===== src/rtl/fm_pkg.sv =====
// Shared types and constants for the FM sample scheduler.
package fm_pkg;

  typedef enum logic {PData, PEsc} parse_state_e;
  typedef enum logic {StFill, StPlay} play_state_e;

  localparam logic [31:0] CARRIER_BASE_DEF = 32'h5C28_F5C2;
  localparam logic [31:0] CH_SPACING_DEF   = 32'h0034_6DC6;
  localparam logic [7:0]  ESC_BYTE         = 8'hFF;

endpackage


===== src/rtl/fm_sync_fifo.sv =====
// Synchronous FIFO; accepts a push while full when a pop happens in the same cycle.
module fm_sync_fifo #(
  parameter int unsigned WIDTH = 8,
  parameter int unsigned DEPTH = 16,
  localparam int unsigned AW   = $clog2(DEPTH)
) (
  input  logic             i_clk,
  input  logic             i_rst,
  input  logic             i_push,
  input  logic             i_pop,
  input  logic [WIDTH-1:0] i_din,
  output logic [WIDTH-1:0] o_dout,
  output logic             o_full,
  output logic             o_empty,
  output logic [AW:0]      o_level
);

  logic [WIDTH-1:0] r_mem [DEPTH];
  logic [AW-1:0]    r_wptr;
  logic [AW-1:0]    r_rptr;
  logic [AW:0]      r_level;
  logic             w_do_push;
  logic             w_do_pop;

  assign o_full    = (r_level == (AW+1)'(DEPTH));
  assign o_empty   = (r_level == '0);
  assign o_level   = r_level;
  assign o_dout    = r_mem[r_rptr];
  assign w_do_pop  = i_pop && !o_empty;
  assign w_do_push = i_push && (!o_full || w_do_pop);

  always_ff @(posedge i_clk) begin
    if (w_do_push) r_mem[r_wptr] <= i_din;
  end

  always_ff @(posedge i_clk or posedge i_rst) begin
    if (i_rst) begin
      r_wptr  <= '0;
      r_rptr  <= '0;
      r_level <= '0;
    end else begin
      if (w_do_push) r_wptr <= r_wptr + 1'b1;
      if (w_do_pop)  r_rptr <= r_rptr + 1'b1;
      if (w_do_push && !w_do_pop)      r_level <= r_level + 1'b1;
      else if (w_do_pop && !w_do_push) r_level <= r_level - 1'b1;
    end
  end

endmodule


===== src/rtl/fm_sample_scheduler.sv =====
// Parses UART bytes into samples/channel commands, paces samples to the NCO, forms phase step.
module fm_sample_scheduler
  import fm_pkg::*;
#(
  parameter int unsigned SAMPLE_DIV   = 21701,
  parameter logic [31:0] CARRIER_BASE = CARRIER_BASE_DEF,
  parameter logic [31:0] CH_SPACING   = CH_SPACING_DEF,
  parameter int unsigned NUM_CH       = 16,
  parameter int unsigned DEV_SHIFT    = 13,
  parameter int unsigned FIFO_DEPTH   = 16,
  parameter int unsigned PREFILL      = 8
) (
  input  logic        sys_clk,
  input  logic        sys_rst,
  input  logic [7:0]  i_dat,
  input  logic        i_dat_vld,
  input  logic        i_clr_status,
  output logic [7:0]  o_sample,
  output logic [31:0] o_phase_step,
  output logic [3:0]  o_channel,
  output logic        o_playing,
  output logic        o_underrun,
  output logic        o_overflow,
  output logic [4:0]  o_level
);

  localparam int unsigned LW = $clog2(FIFO_DEPTH) + 1;
  localparam int unsigned DW = $clog2(SAMPLE_DIV + 1);

  parse_state_e r_pstate;
  play_state_e  r_state;
  logic [DW-1:0] r_div;
  logic [7:0]    r_sample;
  logic [31:0]   r_phase;
  logic [3:0]    r_channel;
  logic          r_playing;
  logic          r_underrun;
  logic          r_overflow;

  logic          w_tick;
  logic          w_push;
  logic [7:0]    w_push_data;
  logic          w_pop;
  logic [7:0]    w_head;
  logic          w_full;
  logic          w_empty;
  logic [LW-1:0] w_level;
  logic          w_ovf_set;
  logic          w_unf_set;
  logic [31:0]   w_dev;

  // Offset-binary to two's complement; the escaped 0xFF maps to 0x7F the same way.
  assign w_push_data = i_dat ^ 8'h80;
  assign w_push      = i_dat_vld && (((r_pstate == PData) && (i_dat != ESC_BYTE)) ||
                                     ((r_pstate == PEsc) && (i_dat == ESC_BYTE)));

  assign w_tick    = (r_div == DW'(SAMPLE_DIV - 1));
  assign w_pop     = w_tick && ((r_state == StFill) ? (32'(w_level) >= PREFILL)
                                                    : (w_level != '0));
  assign w_ovf_set = w_push && w_full && !w_pop;
  assign w_unf_set = w_tick && (r_state == StPlay) && (w_level == '0);
  assign w_dev     = 32'({{24{r_sample[7]}}, r_sample}) << DEV_SHIFT;

  fm_sync_fifo #(
    .WIDTH (8),
    .DEPTH (FIFO_DEPTH)
  ) u_fifo (
    .i_clk   (sys_clk),
    .i_rst   (sys_rst),
    .i_push  (w_push),
    .i_pop   (w_pop),
    .i_din   (w_push_data),
    .o_dout  (w_head),
    .o_full  (w_full),
    .o_empty (w_empty),
    .o_level (w_level)
  );

  always_ff @(posedge sys_clk or posedge sys_rst) begin
    if (sys_rst) begin
      r_pstate  <= PData;
      r_channel <= '0;
    end else if (i_dat_vld) begin
      unique case (r_pstate)
        PData: if (i_dat == ESC_BYTE) r_pstate <= PEsc;
        PEsc: begin
          r_pstate <= PData;
          if ((i_dat != ESC_BYTE) && (32'(i_dat) < NUM_CH)) r_channel <= i_dat[3:0];
        end
        default: r_pstate <= PData;
      endcase
    end
  end

  always_ff @(posedge sys_clk or posedge sys_rst) begin
    if (sys_rst) r_div <= '0;
    else if (w_tick) r_div <= '0;
    else r_div <= r_div + 1'b1;
  end

  always_ff @(posedge sys_clk or posedge sys_rst) begin
    if (sys_rst) begin
      r_state   <= StFill;
      r_sample  <= '0;
      r_playing <= 1'b0;
    end else if (w_tick) begin
      unique case (r_state)
        StFill: if (w_pop) begin
          r_state   <= StPlay;
          r_playing <= 1'b1;
          r_sample  <= w_head;
        end
        StPlay: if (w_pop) begin
          r_sample <= w_head;
        end else begin
          r_state   <= StFill;
          r_playing <= 1'b0;
          r_sample  <= '0;
        end
        default: r_state <= StFill;
      endcase
    end
  end

  // Set has priority over clear.
  always_ff @(posedge sys_clk or posedge sys_rst) begin
    if (sys_rst) begin
      r_underrun <= 1'b0;
      r_overflow <= 1'b0;
    end else begin
      if (w_unf_set) r_underrun <= 1'b1;
      else if (i_clr_status) r_underrun <= 1'b0;
      if (w_ovf_set) r_overflow <= 1'b1;
      else if (i_clr_status) r_overflow <= 1'b0;
    end
  end

  always_ff @(posedge sys_clk or posedge sys_rst) begin
    if (sys_rst) r_phase <= CARRIER_BASE;
    else r_phase <= CARRIER_BASE + 32'(r_channel) * CH_SPACING + w_dev;
  end

  assign o_sample     = r_sample;
  assign o_phase_step = r_phase;
  assign o_channel    = r_channel;
  assign o_playing    = r_playing;
  assign o_underrun   = r_underrun;
  assign o_overflow   = r_overflow;
  assign o_level      = 5'(w_level);

endmodule


===== config.mk =====
export PLATFORM = sky130hd
export DESIGN_NAME = fm_sample_scheduler
export DESIGN_NICKNAME = d
export VERILOG_FILES = /design/src/rtl/fm_pkg.sv /design/src/rtl/fm_sync_fifo.sv /design/src/rtl/fm_sample_scheduler.sv
export SDC_FILE = /design/constraint.sdc
export NUM_CORES = 1
export LEC_CHECK = 0
export ABC_AREA = 1
export ABC_CLOCK_PERIOD_IN_PS = 10700
export BUFFER_PORTS_ARGS = -buffer_cell sky130_fd_sc_hd__buf_2
export CORE_UTILIZATION = 60
export CTS_BUF_LIST = sky130_fd_sc_hd__clkbuf_8
export DETAILED_ROUTE_END_ITERATION = 10
export GPL_TIMING_DRIVEN = 0
export PLACE_DENSITY = 0.8
export SLEW_MARGIN = 20
export SYNTH_ARGS = -nofsm -noshare
export SYNTH_HDL_FRONTEND = slang
export SYNTH_SLANG_ARGS = --single-unit

===== constraint.sdc =====
create_clock -name sys_clk -period 10.7 [get_ports sys_clk]
set_input_delay 0.535 -clock sys_clk [delete_from_list [all_inputs] [get_ports sys_clk]]
set_output_delay 0.535 -clock sys_clk [all_outputs]
set_load 0.1 [all_outputs]

==> key figures <==
CTS
  • Htree depth: 2
  • Clock Latency Late Sink: 0.52 ns
  • CTS Root Cell: clkbuf_8
  • Setup Fix Bufs, Post-CTS: 0
  • Clock sink count: just over 200
  • Post_cts resized: 0
  • CTS Buffer Depth: 3
  • CTS Buf Count: 35
  • Clock slew at reported path FFs: 0.06 ns
  • TritonCTS clock tree: built

Synth
  • Gate Count Post-Synth: 1084
  • Yosys top cell by area: edfxtp_1
  • Synth Cell Area: roughly 11000 um^2
  • Register area share after synthesis: 0.5329
  • Number of flops mapped to enable cells by yosys: roughly 130
  • Area contributors post-synth: edfxtp_1 (36%), dfrtp_1 (14%), ha_1 (8.8%)
  • Async set-reset flop share out of synthesis: 0.3663
  • Top-area cell type share of the netlist area: 0.3585
  • Yosys warns: 0
  • #FFs+latches synth: 202
  • Top_reg_cell synth: edfxtp_1
  • Yosys cell types: 48
  • Post-synthesis average cell area: 9.891 um^2

Setup path
  • CP Class: reg2reg
  • Crit path DAT: about 5.6 ns
  • Largest delay share family, worst path: adder cells
  • Critical R2R Launch: o_channel[2]
  • Crit path max-delay cell type: fa_1
  • Critical path fanouts, max: 7
  • Critical path's largest stage delay: 0.52 ns
  • Setup crit start kind: flip-flop
  • Crit end category: flip-flop
  • Worst Path Required: 11.16 ns
  • Worst Path Buf+Inv: 4
  • CP Cell Sequence: inv_1 -> ha_1 -> fa_1 -> inv_1 -> ha_1 -> nand2_1 -> inv_1 -> a21oi_2 -> nand2_2 -> a21oi_1 -> o21ai_1 -> a31oi_1 -> xnor2_1 -> ha_1 -> ha_1 -> nand2_1 -> nor2_1 -> inv_1 -> nor3_1 -> nand4_1 -> nand3_1 -> nand2_1 -> nand2_1
  • Crit path from: o_channel[2]

STA
  • Setup-failing EPs final: 0
  • Worst hold margin: 0.2123 ns
  • Setup_tns: 0 ns
  • Max frequency: roughly 0.20 GHz
  • Slew headroom: 0.3582
  • Max-slew violations: 0
  • Post-route minimum period: 5.102 ns
  • Max Clock Skew: around 0.022 ns
  • Slew @ Worst Pin: 0.9591 ns
  • Period utilization: 0.4768
  • Unrepaired setup endpoints after global routing: false
  • Final Hold Viols: 0

Run status
  • Status: complete, no violations

Floorplanning
  • Die span in x: 135.7 um
  • Die H: 135.7 um
  • Initial Utilization: 0.6177
  • Core area: 17360 um^2
  • Die Area: approximately 18000 um^2
  • FP Rows: 48
  • I/O Pins: 64

Route
  • Total number of vias: 8247
  • Drt drc: 0
  • Routed WL per cell: about 18 um
  • Post-route ant nets: 0
  • Initial DRC Count: around 830
  • Final wirelength: 25400 um
  • Vias per inst: approximately 5.8
  • Pre-antenna DRT Iters: 5

Placement
  • Post-DP HPWL: around 18000 um
  • Routability Congestion: 0.9733
  • PortBufs: 60

Run
  • Max-Cap Viols: 0

Final layout
  • Fillers: around 1400
  • Layout Nets: about 1300
  • Share of cells above drive strength 1: 0.1369
  • Layout area overhead: 11.31%
  • N_diodes: 0

Global route
  • Number of global-route vias before repair: between 7000 and 8000
  • Maximum number of pins on one net before global-route repair: 55
  • Overflow after GRT: 0
  • Initial antenna violation count: 0
  • All-Layer GR Usage: 0.2855
  • First-pass GRT wire length: 39900 um

Worst hold path
  • Hold_sp: i_clr_status
  • Hold crit path type: in2reg

Power and ir drop
  • Pwr per Cell Area: about 190 nW/um^2
  • Maximum vdd ir drop: 0.0001827 V
  • Leakage: 0.005157 uW
## cell usage after synthesis (6+ instances only)
cell type  instances
a21oi_1           52
a31oi_1            9
clkbuf_1          18
dfrtp_1           60
dfstp_2           14
edfxtp_1         128
ha_1              75
inv_1            109
nand2_1          179
nand2_2           11
nand3_1           47
nand4_1           16
nor2_1           115
nor3_1            16
nor4_1             6
o21ai_0           81
o21bai_1           7
o221ai_1          11
o22ai_1           15
xnor2_1           13
xor2_1            34
## state kept, by name, indices dropped and copies added (netlist names)
signal          count
o_underrun          1
r_div              15
o_channel           4
o_overflow          1
r_state             1
r_pstate            1
o_phase_step       29
u_fifo.r_rptr       4
o_playing           1
u_fifo.o_level      5
u_fifo.r_wptr       4
o_sample            8
u_fifo.r_mem      128
## power breakdown
group	total (uW)	switching, uW	internal (uW)
clock network	611	306	305
registers	974	37.5	937
logic	721	560	161
total	2310	903	1400
## worst register-to-register path, stage by stage, from the launching register on
cell and delay, ns:
dfrtp_1 0.49, inv_1 0.11, ha_1 0.37, fa_1 0.52
inv_1 0.04, ha_1 0.34, nand2_1 0.14, inv_1 0.06
a21oi_2 0.22, nand2_2 0.11, a21oi_1 0.25, o21ai_1 0.14
a31oi_1 0.21, xnor2_1 0.17, ha_1 0.27, ha_1 0.37
nand2_1 0.13, nor2_1 0.16, inv_1 0.09, nor3_1 0.36
nand4_1 0.23, nand3_1 0.16, nand2_1 0.06, nand2_1 0.05
## routing by layer
metal	share of wire	routed length, um	global-route usage	vias to the layer above
met3	0.077	1948	0.05499	74
li1	-	-	-	3931
met4	0.033	841	0.1223	0
met5	0	0	0	-
met2	0.48	12290	0.4779	373
met1	0.41	10330	0.3610	3869
## area by class of cell
type / instances / area, um^2 / area share
multi-input combinational: 742 / 4457 / 0.3735
clock buffer: 35 / 481.7 / 0.04037
clock inverter: 23 / 105.1 / 0.008807
sequential: 202 / 5713 / 0.4787
tap: 225 / 281.5 / 0.02359
buffer: 26 / 121.4 / 0.01017
timing repair buffer: 62 / 337.8 / 0.02831
inverter: 115 / 436.7 / 0.03659
## timing repair
item                                    in CTS  in global routing
endpoints found under the setup margin       0                  0
hold buffers                                 1                  0
endpoints found under the hold margin       20                  0
## stage by stage
step | std cells | cell area, um^2 | worst slack [ns] | util | total power [uW]
detailed placement | 1371 | 11340 | 5.629 | 0.6532 | 1705
global placement | 1370 | 11310 | 5.691 | 0.6515 | 1689
floorplan | 1085 | 10730 | 5.737 | - | 1563
CTS | 1430 | 11930 | 5.618 | 0.6876 | 2310
finish | 1430 | 11930 | 5.598 | 0.6876 | 2306
global route | 1430 | 11930 | 5.188 | 0.6876 | 2416
## logic make-up after synthesis
family	after synthesis	synth area share
simple gates	404	0.1628
other cells	2	0.0007005
compound gates	205	0.1119
buf+inv	141	0.05181
fa+ha+maj	80	0.09686
mux	2	0.002100
flops	202	0.5329
xor+xnor	48	0.04096
## cells in the final DEF, fill, tap and decap left out, types with 6 or more instances in the layout
| master | netlist | routed |
|---|---|---|
| o21ai_0 | 81 | 81 |
| clkbuf_8 | 0 | 35 |
| nand2_2 | 11 | 11 |
| buf_2 | 4 | 64 |
| a21oi_1 | 52 | 52 |
| nand3_1 | 47 | 47 |
| nor4_1 | 6 | 6 |
| clkbuf_1 | 18 | 18 |
| a31oi_1 | 9 | 9 |
| dfstp_2 | 14 | 14 |
| o221ai_1 | 11 | 11 |
| dfrtp_1 | 60 | 60 |
| nand2_1 | 179 | 179 |
| nor2_1 | 115 | 115 |
| nand4_1 | 16 | 16 |
| o21bai_1 | 7 | 7 |
| o22ai_1 | 15 | 15 |
| inv_1 | 109 | 122 |
| nor3_1 | 16 | 16 |
| ha_1 | 75 | 75 |
| xnor2_1 | 13 | 13 |
| xor2_1 | 34 | 34 |
| edfxtp_1 | 128 | 128 |
## worst paths after layout
| kind | cells past startpoint | slack [ns] | endpoint |
|---|---|---|---|
| worst max-delay path | 23 | 5.60 | o_phase_step[29] |
| min in group asynchronous | 3 | 0.51 | r_div[5] |
| worst min-delay path | 2 | 0.21 | o_overflow |
| max in group asynchronous | 4 | 9.57 | o_phase_step[1] |
| worst max register to register | 23 | 5.60 | o_phase_step[29] |
| worst min register to register | 1 | 0.46 | r_div[0] |
No activity file was read; power rests on OpenSTA's default activity.
